$ cat src/rtl/hazard_pkg.sv
// Shared opcode map, forwarding-select codes and scoreboard stage records for the
// 5-stage core's hazard controller.
package hazard_pkg;

    localparam int REGW = 4;
    localparam int OPW  = 4;

    // 1110 is unassigned; it uses no sources and never branches.
    typedef enum logic [OPW-1:0] {
        OP_NOP    = 4'b0000,
        OP_MOVI   = 4'b0001,
        OP_STB    = 4'b0010,
        OP_MOV    = 4'b0011,
        OP_OUT    = 4'b0100,
        OP_ADD    = 4'b0101,
        OP_SUB    = 4'b0110,
        OP_LDB    = 4'b0111,
        OP_OR     = 4'b1000,
        OP_SHIFTL = 4'b1001,
        OP_CMP    = 4'b1010,
        OP_BEQ    = 4'b1011,
        OP_BR     = 4'b1100,
        OP_BLT    = 4'b1101,
        OP_JMP    = 4'b1111
    } opcode_e;

    localparam logic [1:0] FWD_RF = 2'b00;
    localparam logic [1:0] FWD_WB = 2'b01;
    localparam logic [1:0] FWD_M  = 2'b10;

    typedef struct packed {
        logic            valid;
        logic [OPW-1:0]  op;
        logic [REGW-1:0] src_a;
        logic [REGW-1:0] src_b;
        logic [REGW-1:0] dst;
        logic            we;
        logic            is_load;
    } e_stage_t;

    typedef struct packed {
        logic            valid;
        logic [REGW-1:0] dst;
        logic            we;
    } mw_stage_t;

    function automatic logic usesSrcA(input logic [OPW-1:0] op);
        logic r;
        case (op)
            OP_STB, OP_MOV, OP_OUT, OP_ADD, OP_SUB, OP_LDB,
            OP_OR, OP_SHIFTL, OP_CMP, OP_BR: r = 1'b1;
            default:                         r = 1'b0;
        endcase
        return r;
    endfunction

    function automatic logic usesSrcB(input logic [OPW-1:0] op);
        logic r;
        case (op)
            OP_STB, OP_ADD, OP_SUB, OP_OR, OP_SHIFTL, OP_CMP: r = 1'b1;
            default:                                          r = 1'b0;
        endcase
        return r;
    endfunction

endpackage

$ cat src/rtl/forward_select.sv
// Operand forwarding select for one E-stage source: M result beats WB result,
// and an empty E slot never forwards.
module forward_select
    import hazard_pkg::*;
(
    input  logic            e_valid_i,
    input  logic [REGW-1:0] src_i,
    input  logic            m_valid_i,
    input  logic            m_we_i,
    input  logic [REGW-1:0] m_dst_i,
    input  logic            wb_valid_i,
    input  logic            wb_we_i,
    input  logic [REGW-1:0] wb_dst_i,
    output logic [1:0]      sel_o
);

    always_comb begin
        sel_o = FWD_RF;
        if (e_valid_i) begin
            if (m_valid_i && m_we_i && (m_dst_i == src_i)) begin
                sel_o = FWD_M;
            end else if (wb_valid_i && wb_we_i && (wb_dst_i == src_i)) begin
                sel_o = FWD_WB;
            end
        end
    end

endmodule

$ cat src/rtl/hazard_controller.sv
// Pipeline sequencing: E/M/WB destination scoreboard, load-use stall, branch
// resolution in E with F/D + D/E flush, operand forwarding and the CMP flag register.
module hazard_controller
    import hazard_pkg::*;
#(
    parameter int ADDRESSWIDTH = 4,
    parameter int OPCODEWIDTH  = 4
) (
    input  logic                    clk,
    input  logic                    reset,
    input  logic [OPCODEWIDTH-1:0]  opcodeD,
    input  logic [ADDRESSWIDTH-1:0] srcAD,
    input  logic [ADDRESSWIDTH-1:0] srcBD,
    input  logic [ADDRESSWIDTH-1:0] dstD,
    input  logic                    writeEnableDD,
    input  logic                    resultSelectorWBD,
    input  logic                    zeroE,
    input  logic                    negativeE,
    output logic                    stallF,
    output logic                    stallD,
    output logic                    flushD,
    output logic                    flushE,
    output logic [1:0]              forwardAE,
    output logic [1:0]              forwardBE,
    output logic                    pcSrcE,
    output logic                    flagZ,
    output logic                    flagN
);

    e_stage_t  e_q, e_d;
    mw_stage_t m_q, m_d, wb_q, wb_d;
    logic      flag_z_q, flag_z_d, flag_n_q, flag_n_d;
    logic      take_branch, load_use, stall, flush_e;

    logic [1:0][REGW-1:0] e_src;
    logic [1:0][1:0]      fwd_sel;

    assign e_src[0] = e_q.src_a;
    assign e_src[1] = e_q.src_b;

    generate
        for (genvar gi = 0; gi < 2; gi++) begin : g_fwd
            forward_select u_fwd (
                .e_valid_i  (e_q.valid),
                .src_i      (e_src[gi]),
                .m_valid_i  (m_q.valid),
                .m_we_i     (m_q.we),
                .m_dst_i    (m_q.dst),
                .wb_valid_i (wb_q.valid),
                .wb_we_i    (wb_q.we),
                .wb_dst_i   (wb_q.dst),
                .sel_o      (fwd_sel[gi])
            );
        end
    endgenerate

    always_comb begin
        take_branch = 1'b0;
        if (e_q.valid) begin
            case (e_q.op)
                OP_JMP, OP_BR: take_branch = 1'b1;
                OP_BEQ:        take_branch = flag_z_q;
                OP_BLT:        take_branch = flag_n_q;
                default:       take_branch = 1'b0;
            endcase
        end
    end

    assign load_use = e_q.valid && e_q.is_load && e_q.we &&
                      ((usesSrcA(opcodeD) && (srcAD == e_q.dst)) ||
                       (usesSrcB(opcodeD) && (srcBD == e_q.dst)));

    // A taken branch discards the dependent instruction, so it cancels the stall.
    assign stall   = load_use && !take_branch;
    assign flush_e = load_use || take_branch;

    always_comb begin
        e_d = '0;
        if (!flush_e) begin
            e_d.valid   = 1'b1;
            e_d.op      = opcodeD;
            e_d.src_a   = srcAD;
            e_d.src_b   = srcBD;
            e_d.dst     = dstD;
            e_d.we      = writeEnableDD && (opcodeD != OP_NOP);
            e_d.is_load = resultSelectorWBD;
        end
        m_d.valid = e_q.valid;
        m_d.dst   = e_q.dst;
        m_d.we    = e_q.we;
        wb_d      = m_q;
        flag_z_d  = flag_z_q;
        flag_n_d  = flag_n_q;
        if (e_q.valid && (e_q.op == OP_CMP)) begin
            flag_z_d = zeroE;
            flag_n_d = negativeE;
        end
    end

    always_ff @(posedge clk) begin
        if (reset) begin
            e_q      <= '0;
            m_q      <= '0;
            wb_q     <= '0;
            flag_z_q <= 1'b0;
            flag_n_q <= 1'b0;
        end else begin
            e_q      <= e_d;
            m_q      <= m_d;
            wb_q     <= wb_d;
            flag_z_q <= flag_z_d;
            flag_n_q <= flag_n_d;
        end
    end

    assign stallF    = !reset && stall;
    assign stallD    = !reset && stall;
    assign flushD    = !reset && take_branch;
    assign flushE    = !reset && flush_e;
    assign pcSrcE    = !reset && take_branch;
    assign forwardAE = reset ? FWD_RF : fwd_sel[0];
    assign forwardBE = reset ? FWD_RF : fwd_sel[1];
    assign flagZ     = !reset && flag_z_q;
    assign flagN     = !reset && flag_n_q;

endmodule
$ cat config.mk
export PLATFORM = sky130hd
export DESIGN_NAME = hazard_controller
export DESIGN_NICKNAME = d
export VERILOG_FILES = /design/src/rtl/hazard_pkg.sv /design/src/rtl/forward_select.sv /design/src/rtl/hazard_controller.sv
export SDC_FILE = /design/constraint.sdc
export NUM_CORES = 1
export LEC_CHECK = 0
export BUFFER_PORTS_ARGS = -buffer_cell sky130_fd_sc_hd__buf_2
export CORE_UTILIZATION = 35
export DETAILED_ROUTE_END_ITERATION = 8
export PLACE_DENSITY = 0.52
export SYNTH_ARGS = -nofsm -noshare
export SYNTH_HDL_FRONTEND = slang
export SYNTH_SLANG_ARGS = --single-unit
$ cat constraint.sdc
create_clock -name clk -period 2.4 [get_ports clk]
set_input_delay 0.6 -clock clk [delete_from_list [all_inputs] [get_ports clk]]
set_output_delay 0.6 -clock clk [all_outputs]
set_load 0.1 [all_outputs]
## Yosys cells after proc, flatten, opt, wreduce, memory -nomap -nowiden

Memory sizes are Yosys's and may differ from the RTL's.
Cells that the tools add are included.
Widths: inputs -> output; s select.

| word-level totals | value |
|---|---|
| flip-flop bits (word level) | 33 |
| bits in latches | 0 |
| bits in writable memories | 0 |
| bits in read-only memories | 16 |
| input port bits | 22 |
| word-level logic and storage cells | 72 |
| memories kept | 1 |

Memories:

| name | depth | bits a word | read ports | clocked after memory_dff | wr ports | RTL line | source |
|---|---|---|---|---|---|---|---|
| (name not given) | 16 | 1 | 1 | 0 | 0 | hazard_pkg.sv:49 | `case (op)` |

| operators by class | value |
|---|---|
| add/subtract/negate cells | 0 |
| multipliers | 0 |
| div/mod/pow operators | 0 |
| $lt $le $gt $ge | 0 |
| equal/unequal tests | 17 |
| shift-type cells | 0 |
| mux-type cells | 12 |
| bitwise logic cells | 0 |
| reductions and logical operators | 27 |

Operators by type and width:

| kind | count |
|---|---|
| $eq 4x4->1 const B | 8 |
| $eq 4x4->1 | 6 |
| $logic_and 1x1->1 | 19 |
| $mux 19 | 1 |
| $mux 2 | 6 |
| $eq 4x3->1 const B | 2 |
| $reduce_or 6->1 | 1 |
| $eq 4x2->1 const B | 1 |
| $mux 1 | 4 |
| $reduce_bool 4->1 | 1 |
| $reduce_or 2->1 | 2 |
| $pmux 1 s3 | 1 |
| $logic_not 1->1 | 2 |
| $logic_or 1x1->1 | 2 |

## Logic depth before layout (Yosys ltp)

| depth | value |
|---|---|
| depth after elaboration | 8 |
| depth in mapped cells | 6 |
| depth with buffers taken out | 6 |

## By module

A second synthesis with hierarchy kept.

| unflattened totals | value |
|---|---|
| cells, all modules | 141 |
| area, all modules | 1493.9 µm² |

Modules (own cells, without submodules):

| module | instances | cells an instance | area an instance (µm²) | sequential area each (µm²) |
|---|---|---|---|---|
| hazard_controller | 1 | 113 | 1273.7 | 660.6 |
| forward_select | 2 | 14 | 110.1 | 0.0 |

## Worst setup path before layout

Ideal clock, no wire load.

| timing | value |
|---|---|
| kind | input port to output port |
| from | in reset |
| to | out forwardAE[1] |
| data arrival time | 3.638 ns |
| data required time | 1.800 ns |
| path slack | -1.838 ns |
| stages on the path | 3 |
| path through | inv_2 nand2_1 nor4_1 |

| between the ends | value |
|---|---|
| longest elaborated chain between the ends | 1 |

RTL lines:

| item | RTL line | source |
|---|---|---|
| start: declaration | hazard_controller.sv:10 | `input logic reset,` |
| $mux 2 | hazard_controller.sv:121 | `assign forwardAE = reset ? FWD_RF : fwd_sel[0];` |
| end: declaration | hazard_controller.sv:23 | `output logic [1:0] forwardAE,` |

Every way passes these cells.

## Worst setup path in the final report

| timing | value |
|---|---|
| from | in srcAD[2] |
| to | out stallD |

| between the ends | value |
|---|---|
| longest elaborated chain between the ends | 6 |

RTL lines:

| item | RTL line | source |
|---|---|---|
| start: declaration | hazard_controller.sv:12 | `input logic [ADDRESSWIDTH-1:0] srcAD,` |
| $eq 4x4->1 | hazard_controller.sv:70 | `((usesSrcA(opcodeD) && (srcAD == e_q.dst)) \|\|` |
| $logic_and 1x1->1 | hazard_controller.sv:70 |  |
| $logic_or 1x1->1 | hazard_controller.sv:70 |  |
| $logic_and 1x1->1 | hazard_controller.sv:69 | `assign load_use = e_q.valid && e_q.is_load && e_q.we &&` |
| $logic_and 1x1->1 | hazard_controller.sv:74 | `assign stall = load_use && !take_branch;` |
| $logic_and 1x1->1 | hazard_controller.sv:117 | `assign stallD = !reset && stall;` |
| end: declaration | hazard_controller.sv:20 | `output logic stallD,` |

Every way passes these cells.

==> results.cfg <==
[run_status]
outcome = finished with violations
violations = setup timing

[placement]
hpwl_mm = 2.58
pre_cts_slack_ps = -54.8
placedCellCount = 241
placed_area_um2 = 2080
io_buffers = 32
gp_congestion = 0.773

[power_and_ir_drop]
p_comb_frac = 0.143
p_int_mw = 0.914
peakVddDrop_mv = 0.267
p_leak_nw = 0.924
pwr-share-seq = 0.487
clockPowerShare = 0.369
p_switching_mw = 0.309
sw_frac_of_total = 0.253
power_mw = 1.22
powerDensity_nw_per_um2 = 548

[yosys]
seq_area_frac_synth = 0.426
synth_nets = 176
syn_area_per_cell_um2 = 10.1
synth_edf_count = 0
synthArstFlopShare = 0
ys_ff_latch = 33
syn_inst = 154
yosys_warnings = 0
synth_flop_cell = dfxtp_1
synth_cell_types = 31
syn-cell-area_um2 = 1550

[drt]
vias = 1172
wire_per_inst_um = 13.4
drc_errors = 0
dr.pass1.iters = 3
drtIter0Drc = 19
wirelength_mm = 3.34
via_per_inst = 4.71
ant_nets = 0

[setup_path]
worst_setup_path_start_kind = primary input
worstSetupEndpointType = primary output
worst-path-max-fanout = 4
crit_family = simple AND/OR/NAND/NOR gates
arrival_ps = 1830
slowest_delay_ps = 320
slowest_stage = nor4_1
crit_required_ps = 1800
path_class = in2out
critPathBufInv = 2
crit_chain = buf_6, xor2_1, nor4_1, a22o_2, and3b_4, buf_12

[sta]
final.min_clock_period_ps = 2430
drv_slew = 0
setup_viol = 2
tightest_slew_ps = 481
finalCritPeriodShare = 1.01
finClkSkew_ps = 4.12
final.setup.worst_slack_ps = -26.6
hold_viol = 0
whs_ps = 472
rsz0062_at_grt = yes
worst_slew_margin_rel = 0.678
tns_ps = -53.2
fmax_mhz = 412

[finish]
final_cells = 249
drive_above_1_share = 0.477
diodes = 0
area_growth_pct = 44.0
final_nets = 220
final_area_um2 = 2230
final_core_util = 0.542

[hold_path]
hp-class = reg2reg

[floorplan]
rows = 23
die_h_um = 68.6
core_area_um2 = 4120
die-area_um2 = 4700
start_util = 0.377
die_width_um = 68.6
ios = 33

[global_route]
grt_max_degree = 20
overflow = 0
antenna_found_initial = 0
first_global_vias = 1175
grt_pass1_wl_mm = 5.46
gr-usage-all-layers = 0.167

[cts]
clk_latency_ps = 280
cts_made_buffers = 5
root_buffer = clkbuf_8
cts.path.max_buffers = 2
path_clk_slew_ps = 60
cts_tree = built
hold_buffers = 0
cts_sinks = 33
htreeDepth = 2

[job]
maxCapViolations = 0
path summary, 6_finish.rpt:
path / startpoint / to / slack, ps / depth (start not counted)
worst min register to register: m_q[5] / wb_q[5] / 470 / 1
worst min-delay path: m_q[5] / wb_q[5] / 470 / 1
worst max-delay path: srcAD[2] / stallD / -30 / 6
worst max register to register: e_q[18] / e_q[2] / 850 / 6
synth_stat cells (2+ instances only):
library cell / count / share of area
a21oi_1: 3 / 0.0097
buf_2: 2 / 0.0065
nand3_1: 3 / 0.0097
a211oi_2: 18 / 0.15
nor3b_1: 2 / 0.0097
nor4_1: 5 / 0.020
inv_2: 2 / 0.0048
clkbuf_1: 3 / 0.0073
buf_4: 2 / 0.0097
dfxtp_1: 33 / 0.43
nor2_1: 2 / 0.0048
nor2b_1: 14 / 0.056
mux2i_1: 2 / 0.013
nand2_1: 3 / 0.0073
buf_6: 2 / 0.015
inv_1: 17 / 0.041
xnor2_1: 10 / 0.056
nor3_1: 5 / 0.016
xor2_1: 14 / 0.079
kinds of logic after synthesis:
logic type                 after synthesis  synth area share
and+or+nand+nor                         40             0.151
AOI/OAI and AO/OA                       26             0.183
buffers and inverters                   28            0.0839
adders and majority gates                1           0.00726
DFF                                     33             0.426
muxes                                    2            0.0129
xor gates and xnor gates                24             0.136
layer usage:
metal | vias to the layer above | share of wire | global-route usage
li1 | 604 | - | -
met1 | 540 | 0.44 | 0.200
met2 | 23 | 0.51 | 0.271
met3 | 5 | 0.040 | 0.0592
met4 | 0 | 0.011 | 0.0625
met5 | - | 0 | 0
power by group through the flow:
| stage | Sequential, mW | Clock, mW | Combinational [mW] |
|---|---|---|---|
| finish | 0.596 | 0.452 | 0.175 |
| global route | 0.599 | 0.493 | 0.190 |
| CTS | 0.596 | 0.465 | 0.176 |
| detailed placement | 0.608 | 0 | 0.171 |
| global placement | 0.608 | 0 | 0.169 |
| floorplan | 0.602 | 0 | 0.114 |
registers in the layout (all words and copies together), names as in the netlist:
name	flops
e_q	19
flag_n_q	1
flag_z_q	1
m_q	6
wb_q	6
repair_timing:
item                                    in CTS  in global routing
endpoints found under the setup margin       4                  6
cloned                                       0                  0
buffers inserted                             0                  0
pin swaps                                    5                  1
gates resized for setup                     11                  4
hold endpoints to repair                     0                  0
area by class of cell:
class,count,area (um2)
Clock buffer,7,96.3
Clock inverter,1,5.00
Fill cell,364,1880
Inverter,19,87.6
Multi-Input combinational cell,93,863
Sequential cell,33,668
Tap cell,50,62.6
Timing Repair Buffer,46,449
worst register-to-register path, stage by stage (launching register included):
cell      delay [ps]
dfxtp_4          400
nand2_1          100
nor4_2           290
buf_4            170
or2_4            110
buf_4            290
a211oi_2          80
cell usage in the layout, fill, tap and decap left out, types with 3 or more instances in the layout:
master / synthesis / layout
buf_6: 2 / 3
nor2b_1: 14 / 13
a211oi_2: 18 / 19
inv_1: 17 / 17
buf_4: 2 / 14
dfxtp_2: 0 / 3
buf_2: 2 / 18
nor3_1: 5 / 3
buf_12: 0 / 11
dfxtp_1: 33 / 29
clkbuf_8: 0 / 7
a21oi_1: 3 / 3
xor2_1: 14 / 14
xnor2_1: 10 / 10
(Power assumes the default switching activity.)
